$ cat src/rtl/mmu_feeder_if.sv
// mmu_feeder_if: operand streams in, systolic-array pins out.
// master = upstream/MMU side, slave = mmu_feeder.
interface mmu_feeder_if #(
  parameter int depth     = 4,
  parameter int bit_width = 8
);
  localparam int W = depth * bit_width;

  logic         wt_valid;
  logic         wt_ready;
  logic [W-1:0] wt_in;
  logic         act_valid;
  logic         act_ready;
  logic [W-1:0] act_in;
  logic         act_last;
  logic         control;
  logic [W-1:0] wt_arr;
  logic [W-1:0] data_arr;

  modport master (
    output wt_valid, wt_in,
    output act_valid, act_in, act_last,
    input  wt_ready, act_ready,
    input  control, wt_arr, data_arr
  );

  modport slave (
    input  wt_valid, wt_in,
    input  act_valid, act_in, act_last,
    output wt_ready, act_ready,
    output control, wt_arr, data_arr
  );
endinterface

$ cat src/rtl/mmu_feeder.sv
// mmu_feeder: loads a weight tile, streams skewed activations,
// flushes the array and flags result rows for the systolic MMU.
// Ports: clk, rst (sync, active-high), bus (mmu_feeder_if.slave:
//   wt/act valid-ready streams, control/wt_arr/data_arr pins),
//   res_valid, busy, done, stall_cnt.
// Optional: define MMU_FEEDER_PERF_EN to build the stall counter.
module mmu_feeder #(
  parameter int depth     = 4,
  parameter int bit_width = 8,
  parameter int size      = 4,
  parameter int RES_LAT   = 5
) (
  input  logic         clk,
  input  logic         rst,
  mmu_feeder_if.slave  bus,
  output logic         res_valid,
  output logic         busy,
  output logic         done,
  output logic [15:0]  stall_cnt
);

  localparam int W         = depth * bit_width;
  localparam int FLUSH_LEN = depth - 1 + RES_LAT;
  localparam int WCW       = (depth > 2) ? $clog2(depth) : 1;
  localparam int FCW       = (FLUSH_LEN > 2) ? $clog2(FLUSH_LEN) : 1;

  if (depth < 2) begin : g_chk_depth
    $error("mmu_feeder: depth must be at least 2");
  end
  if (size < 1) begin : g_chk_size
    $error("mmu_feeder: size must be at least 1");
  end
  if (RES_LAT < 1) begin : g_chk_lat
    $error("mmu_feeder: RES_LAT must be at least 1");
  end

  typedef enum logic [1:0] {
    IDLE,
    LOAD_W,
    STREAM,
    FLUSH
  } state_e;

  state_e             state_q, state_d;
  logic [WCW-1:0]     wcnt_q, wcnt_d;
  logic [FCW-1:0]     fcnt_q, fcnt_d;
  logic               control_q, control_d;
  logic [W-1:0]       wt_arr_q, wt_arr_d;
  logic               done_q, done_d;
  logic [RES_LAT:0]   vld_q, vld_d;

  logic               wt_hs;
  logic               act_hs;
  logic               flush_end;
  logic [W-1:0]       row_in;
  logic [W-1:0]       data_w;

  // Readies depend on state only.
  assign bus.wt_ready  = (state_q == IDLE) || (state_q == LOAD_W);
  assign bus.act_ready = (state_q == STREAM);

  assign wt_hs  = bus.wt_valid && bus.wt_ready;
  assign act_hs = bus.act_valid && bus.act_ready;

  assign flush_end = (state_q == FLUSH) &&
                     (fcnt_q == FCW'(FLUSH_LEN - 1));

  always_comb begin
    state_d = state_q;
    wcnt_d  = wcnt_q;
    fcnt_d  = fcnt_q;
    unique case (state_q)
      IDLE: begin
        if (wt_hs) begin
          state_d = LOAD_W;
          wcnt_d  = WCW'(1);
        end
      end
      LOAD_W: begin
        if (wt_hs) begin
          wcnt_d = wcnt_q + WCW'(1);
          if (wcnt_q == WCW'(depth - 1)) begin
            state_d = STREAM;
          end
        end
      end
      STREAM: begin
        if (act_hs && bus.act_last) begin
          state_d = FLUSH;
          fcnt_d  = '0;
        end
      end
      FLUSH: begin
        if (flush_end) begin
          state_d = IDLE;
        end else begin
          fcnt_d = fcnt_q + FCW'(1);
        end
      end
      default: state_d = IDLE;
    endcase
  end

  // Weight beats go out one cycle after acceptance; gaps drive zeros.
  always_comb begin
    control_d = wt_hs;
    wt_arr_d  = wt_hs ? bus.wt_in : '0;
    done_d    = flush_end;
    vld_d     = {vld_q[RES_LAT-1:0], act_hs};
  end

  always_ff @(posedge clk) begin
    if (rst) begin
      state_q   <= IDLE;
      wcnt_q    <= '0;
      fcnt_q    <= '0;
      control_q <= 1'b0;
      wt_arr_q  <= '0;
      done_q    <= 1'b0;
      vld_q     <= '0;
    end else begin
      state_q   <= state_d;
      wcnt_q    <= wcnt_d;
      fcnt_q    <= fcnt_d;
      control_q <= control_d;
      wt_arr_q  <= wt_arr_d;
      done_q    <= done_d;
      vld_q     <= vld_d;
    end
  end

  // Bubbles, flush and idle cycles all push zeros into the skew lines.
  assign row_in = act_hs ? bus.act_in : '0;

  // Lane k: k+1 stage shift line, oldest entry in the top slot.
  for (genvar k = 0; k < depth; k++) begin : g_lane
    logic [(k+1)*bit_width-1:0] sr_q, sr_d;
    logic [bit_width-1:0]       lane_in;

    assign lane_in = row_in[k*bit_width +: bit_width];

    if (k == 0) begin : g_head
      always_comb sr_d = lane_in;
    end else begin : g_tail
      always_comb sr_d = {sr_q[k*bit_width-1:0], lane_in};
    end

    always_ff @(posedge clk) begin
      if (rst) begin
        sr_q <= '0;
      end else begin
        sr_q <= sr_d;
      end
    end

    assign data_w[k*bit_width +: bit_width] =
      sr_q[(k+1)*bit_width-1 -: bit_width];
  end

  assign bus.control  = control_q;
  assign bus.wt_arr   = wt_arr_q;
  assign bus.data_arr = data_w;
  assign res_valid    = vld_q[RES_LAT];
  assign busy         = (state_q != IDLE);
  assign done         = done_q;

`ifdef MMU_FEEDER_PERF_EN
  logic [15:0] stall_q, stall_d;

  always_comb begin
    stall_d = stall_q;
    if ((state_q == IDLE) && wt_hs) begin
      stall_d = '0;
    end else if ((state_q == STREAM) && !bus.act_valid &&
                 (stall_q != 16'hFFFF)) begin
      stall_d = stall_q + 16'd1;
    end
  end

  always_ff @(posedge clk) begin
    if (rst) begin
      stall_q <= '0;
    end else begin
      stall_q <= stall_d;
    end
  end

  assign stall_cnt = stall_q;
`else
  assign stall_cnt = '0;
`endif

endmodule
$ cat src/flat_wrapper.sv
// flat-port wrapper written by rule: the top's interface ports become plain ports
module mmu_feeder_flat 
#(
  parameter int depth     = 4,
  parameter int bit_width = 8,
  parameter int size      = 4,
  parameter int RES_LAT   = 5
)
  (clk, rst, res_valid, busy, done, stall_cnt, bus_wt_valid, bus_wt_in, bus_act_valid, bus_act_in, bus_act_last, bus_wt_ready, bus_act_ready, bus_control, bus_wt_arr, bus_data_arr);
  mmu_feeder_if #(.depth(depth), .bit_width(bit_width)) bus_i ();
  input  logic clk;
  input  logic rst;
  output logic res_valid;
  output logic busy;
  output logic done;
  output logic [15:0] stall_cnt;
  input wire logic [$bits(bus_i.wt_valid)-1:0] bus_wt_valid;
  input wire logic [$bits(bus_i.wt_in)-1:0] bus_wt_in;
  input wire logic [$bits(bus_i.act_valid)-1:0] bus_act_valid;
  input wire logic [$bits(bus_i.act_in)-1:0] bus_act_in;
  input wire logic [$bits(bus_i.act_last)-1:0] bus_act_last;
  output wire logic [$bits(bus_i.wt_ready)-1:0] bus_wt_ready;
  output wire logic [$bits(bus_i.act_ready)-1:0] bus_act_ready;
  output wire logic [$bits(bus_i.control)-1:0] bus_control;
  output wire logic [$bits(bus_i.wt_arr)-1:0] bus_wt_arr;
  output wire logic [$bits(bus_i.data_arr)-1:0] bus_data_arr;
  assign bus_i.wt_valid = bus_wt_valid;
  assign bus_i.wt_in = bus_wt_in;
  assign bus_i.act_valid = bus_act_valid;
  assign bus_i.act_in = bus_act_in;
  assign bus_i.act_last = bus_act_last;
  assign bus_wt_ready = bus_i.wt_ready;
  assign bus_act_ready = bus_i.act_ready;
  assign bus_control = bus_i.control;
  assign bus_wt_arr = bus_i.wt_arr;
  assign bus_data_arr = bus_i.data_arr;
  mmu_feeder #(.depth(depth), .bit_width(bit_width), .size(size), .RES_LAT(RES_LAT)) u_core (.clk(clk), .rst(rst), .bus(bus_i), .res_valid(res_valid), .busy(busy), .done(done), .stall_cnt(stall_cnt));
endmodule
$ cat config.mk
export PLATFORM = sky130hd
export DESIGN_NAME = mmu_feeder_flat
export DESIGN_NICKNAME = d
export VERILOG_FILES = /design/src/rtl/mmu_feeder_if.sv /design/src/rtl/mmu_feeder.sv /design/src/flat_wrapper.sv
export SDC_FILE = /design/constraint.sdc
export NUM_CORES = 1
export LEC_CHECK = 0
export CORE_ASPECT_RATIO = 1.4
export CORE_MARGIN = 2
export CORE_UTILIZATION = 40
export CTS_BUF_LIST = sky130_fd_sc_hd__clkbuf_2 sky130_fd_sc_hd__clkbuf_4 sky130_fd_sc_hd__clkbuf_8
export CTS_CLUSTER_DIAMETER = 80
export DETAILED_ROUTE_END_ITERATION = 8
export GPL_TIMING_DRIVEN = 0
export PLACE_DENSITY = 0.71
export SYNTH_ARGS = -nofsm -noshare
export SYNTH_HDL_FRONTEND = slang
export SYNTH_SLANG_ARGS = --single-unit
$ cat constraint.sdc
create_clock -name clk -period 2 [get_ports clk]
set_input_delay 0.2 -clock clk [delete_from_list [all_inputs] [get_ports clk]]
set_output_delay 0.2 -clock clk [all_outputs]
set_load 0.01 [all_outputs]
==> flow_metrics.tcl <==
set metrics [dict create \
    p_per_area_mw_per_mm2 1009 \
    first_global_vias 2413 \
    place_hpwl_mm 5.401 \
    pin_count 155 \
    cts_buffers 17 \
    wirelength_mm 7.067 \
    instances_no_fill 661 \
    grt_use_met1_pct 12.62 \
    layout_worst_path_cycle_share_pct 94.50 \
    cp_max_fo 5 \
    tns_ns 0 \
    cts_tree "done" \
    numPortBuffers 138 \
    dr.first_iter.drc_count 39 \
    syn_area_per_cell_um2 11.65 \
    clock-sinks 127 \
    die_area_mm2 0.01076 \
    fmax_ghz 0.5291 \
    power.leakage_uw 0.002505 \
    setup_violations 0 \
    core-area_mm2 0.009792 \
    outcome "finished clean" \
    worstSetupEndpointType "output pin" \
    first_pass_iters 4 \
    period_needed_ns 1.890 \
    reg2regPathDepth 6 \
    drc 0 \
    viasPerCell 3.912 \
    nNetsFinal 589 \
    place_ws_ns 0.2211 \
    start_util_pct 40.58 \
    rows 43 \
    dieHeight_um 121.9 \
    syn-cell-area_mm2 0.003974 \
    fin_hold_ws_ns 0.3369 \
    worst_slack_ns 0.1100 \
    synthCells 341 \
    h-tree-depth 4 \
    grt_pass1_wl_mm 10.76 \
    dp_cells 629 \
    slew_viol_final 0 \
    crit_type "reg -> out" \
    synth_enable_flop_cells 0 \
    crit_path_start_kind "register" \
    worst_skew_pair.late_latency_ns 0.42 \
    die_w_um 88.24 \
    hold_viol 0 \
    crit_required_ns 1.80 \
    clkTransAtPathRegs_ns 0.07 \
    async_flop_share_pct 0 \
    use_met3_pct 6.233 \
    antenna_found_initial 0 \
    grt_use_met2_pct 24.15 \
    grt_overflow_total 0 \
    grt_max_degree 17 \
    hp-class "in -> reg" \
    busiest_layer "met2" \
    maxCapViolations 0 \
    hold_depth 2 \
    cts_buffer_depth 2 \
    antenna_cells 0 \
    syn_to_final_growth_pct 51.89 \
    yosys_warnings 0 \
    fin_util_pct 61.64 \
    critPathArrivalTime_ns 1.69 \
    ys_ff_latch 127 \
    grt_usage_pct 13.55 \
    rsz0062_at_grt "false" \
    antenna_left 0 \
    synthDistinctLibCells 26 \
    place.gp.congestion 0.7126 \
    dominantRegCellSynth "dfxtp_1" \
    wl_per_cell_um 10.69 \
    via_count 2586 \
    skew_ns 0.005949 \
    fillers 836 \
    drive_above_1_share_pct 15.97 \
    cts-root-buf "clkbuf_8" \
    max-vdd-ir-drop_v 0.0004371 \
    post_cts_buffers 0 \
    yosysSeqAreaShare_pct 63.98 \
    hold_buffers 0 \
]
[kinds of logic after synthesis]
group                    Yosys count  share of synthesized area, %
AO/OA/AOI/OAI                     13                         2.991
adder cells (fa/ha/maj)            7                         2.204
buffers and inverters             56                         9.194
flip-flops                       127                         63.98
multiplexers                       2                        0.5038
other                              1                       0.09437
AND/OR/NAND/NOR                  135                         21.03
[where the power goes]
group / switching, µW / internal, µW / leakage [µW]
clock: 916 / 1480 / 0.000224
sequential: 56.8 / 2690 / 0.00103
combinational: 387 / 552 / 0.00125
[worst paths after layout]
path / startpoint / to / slack (ns)
hold reg to reg: u_core.g_lane[3].sr_q[9] / u_core.g_lane[3].sr_q[17] / 0.43
setup reg to reg: u_core.state_q[0] / u_core.g_lane[2].sr_q[7] / 0.33
hold / removal: bus_act_in[28] / u_core.g_lane[3].sr_q[4] / 0.34
setup / recovery: u_core.state_q[0] / bus_act_ready / 0.11
[metal layers]
| metal | vias up | wire (µm) |
|---|---|---|
| met5 | - | 0 |
| met4 | 0 | 192 |
| met3 | 16 | 452 |
| met2 | 94 | 3866 |
| met1 | 1130 | 2555 |
| li1 | 1346 | - |
[state kept, by name (all words and copies together) (netlist names)]
name / cells
u_core.done: 1
u_core.bus.wt_arr: 32
u_core.vld_q: 6
u_core.state_q: 2
u_core.g_lane.sr_q: 80
u_core.fcnt_q: 3
u_core.bus.control: 1
u_core.wcnt_q: 2
[Yosys cell counts, drive strengths merged (2+ instances only)]
cell	number	area share (%)
nand4b	2	0.44
buf	43	7.9
mux2i	2	0.50
and2	65	10
nand2	3	0.28
nand2b	3	0.47
inv	3	0.28
dfxtp	127	64
clkbuf	10	0.98
o31ai	3	0.57
a21oi	4	0.50
ha	7	2.2
nor2b	55	8.7
nor2	5	0.54
[layout make-up]
class / instances / area (µm²) / area share, %
clock inverter: 9 / 157.7 / 2.612
inverter: 3 / 11.26 / 0.1866
timing repair buffer: 138 / 1380 / 22.86
clock buffer: 23 / 291.5 / 4.830
buffer: 53 / 354.1 / 5.867
sequential: 127 / 2545 / 42.16
tap: 135 / 168.9 / 2.799
multi-input combinational: 173 / 1127 / 18.68
[placed cells by master (no fill, tap or decap), drive strengths merged]
cell           instances
a2111oi                1
a21boi                 1
a21oi                  4
a311oi                 1
a32oi                  1
and2                  65
buf                   43
bufinv                 4
clkbuf                33
clkdlybuf4s50        137
clkinv                 3
clkinvlp               2
conb                  16
dfxtp                127
dlygate4sd2            1
ha                     7
inv                    3
mux2i                  2
nand2                  3
nand2b                 3
nand4b                 2
nor2                   5
nor2b                 55
o21ai                  1
o21bai                 1
o31ai                  3
or2                    1
or4b                   1
[critical path, stage by stage, from the launching register on]
cell             delay (ns)
dfxtp_2                0.34
inv_1                  0.09
ha_1                   0.27
clkdlybuf4s50_1        0.57
[stage by stage]
| step | total power, µW | instance area [µm²] |
|---|---|---|
| floorplan | 3275 | 4030 |
| global placement | 3714 | 5580 |
| detailed placement | 3751 | 5580 |
| CTS | 6151 | 6031 |
| global route | 6348 | 6036 |
| finish | 6088 | 6036 |
[what timing repair did]
action	CTS	global route
cloned	0	0
resized for setup	2	3
endpoints found under the setup margin	1	3
(Power assumes the default switching activity.)
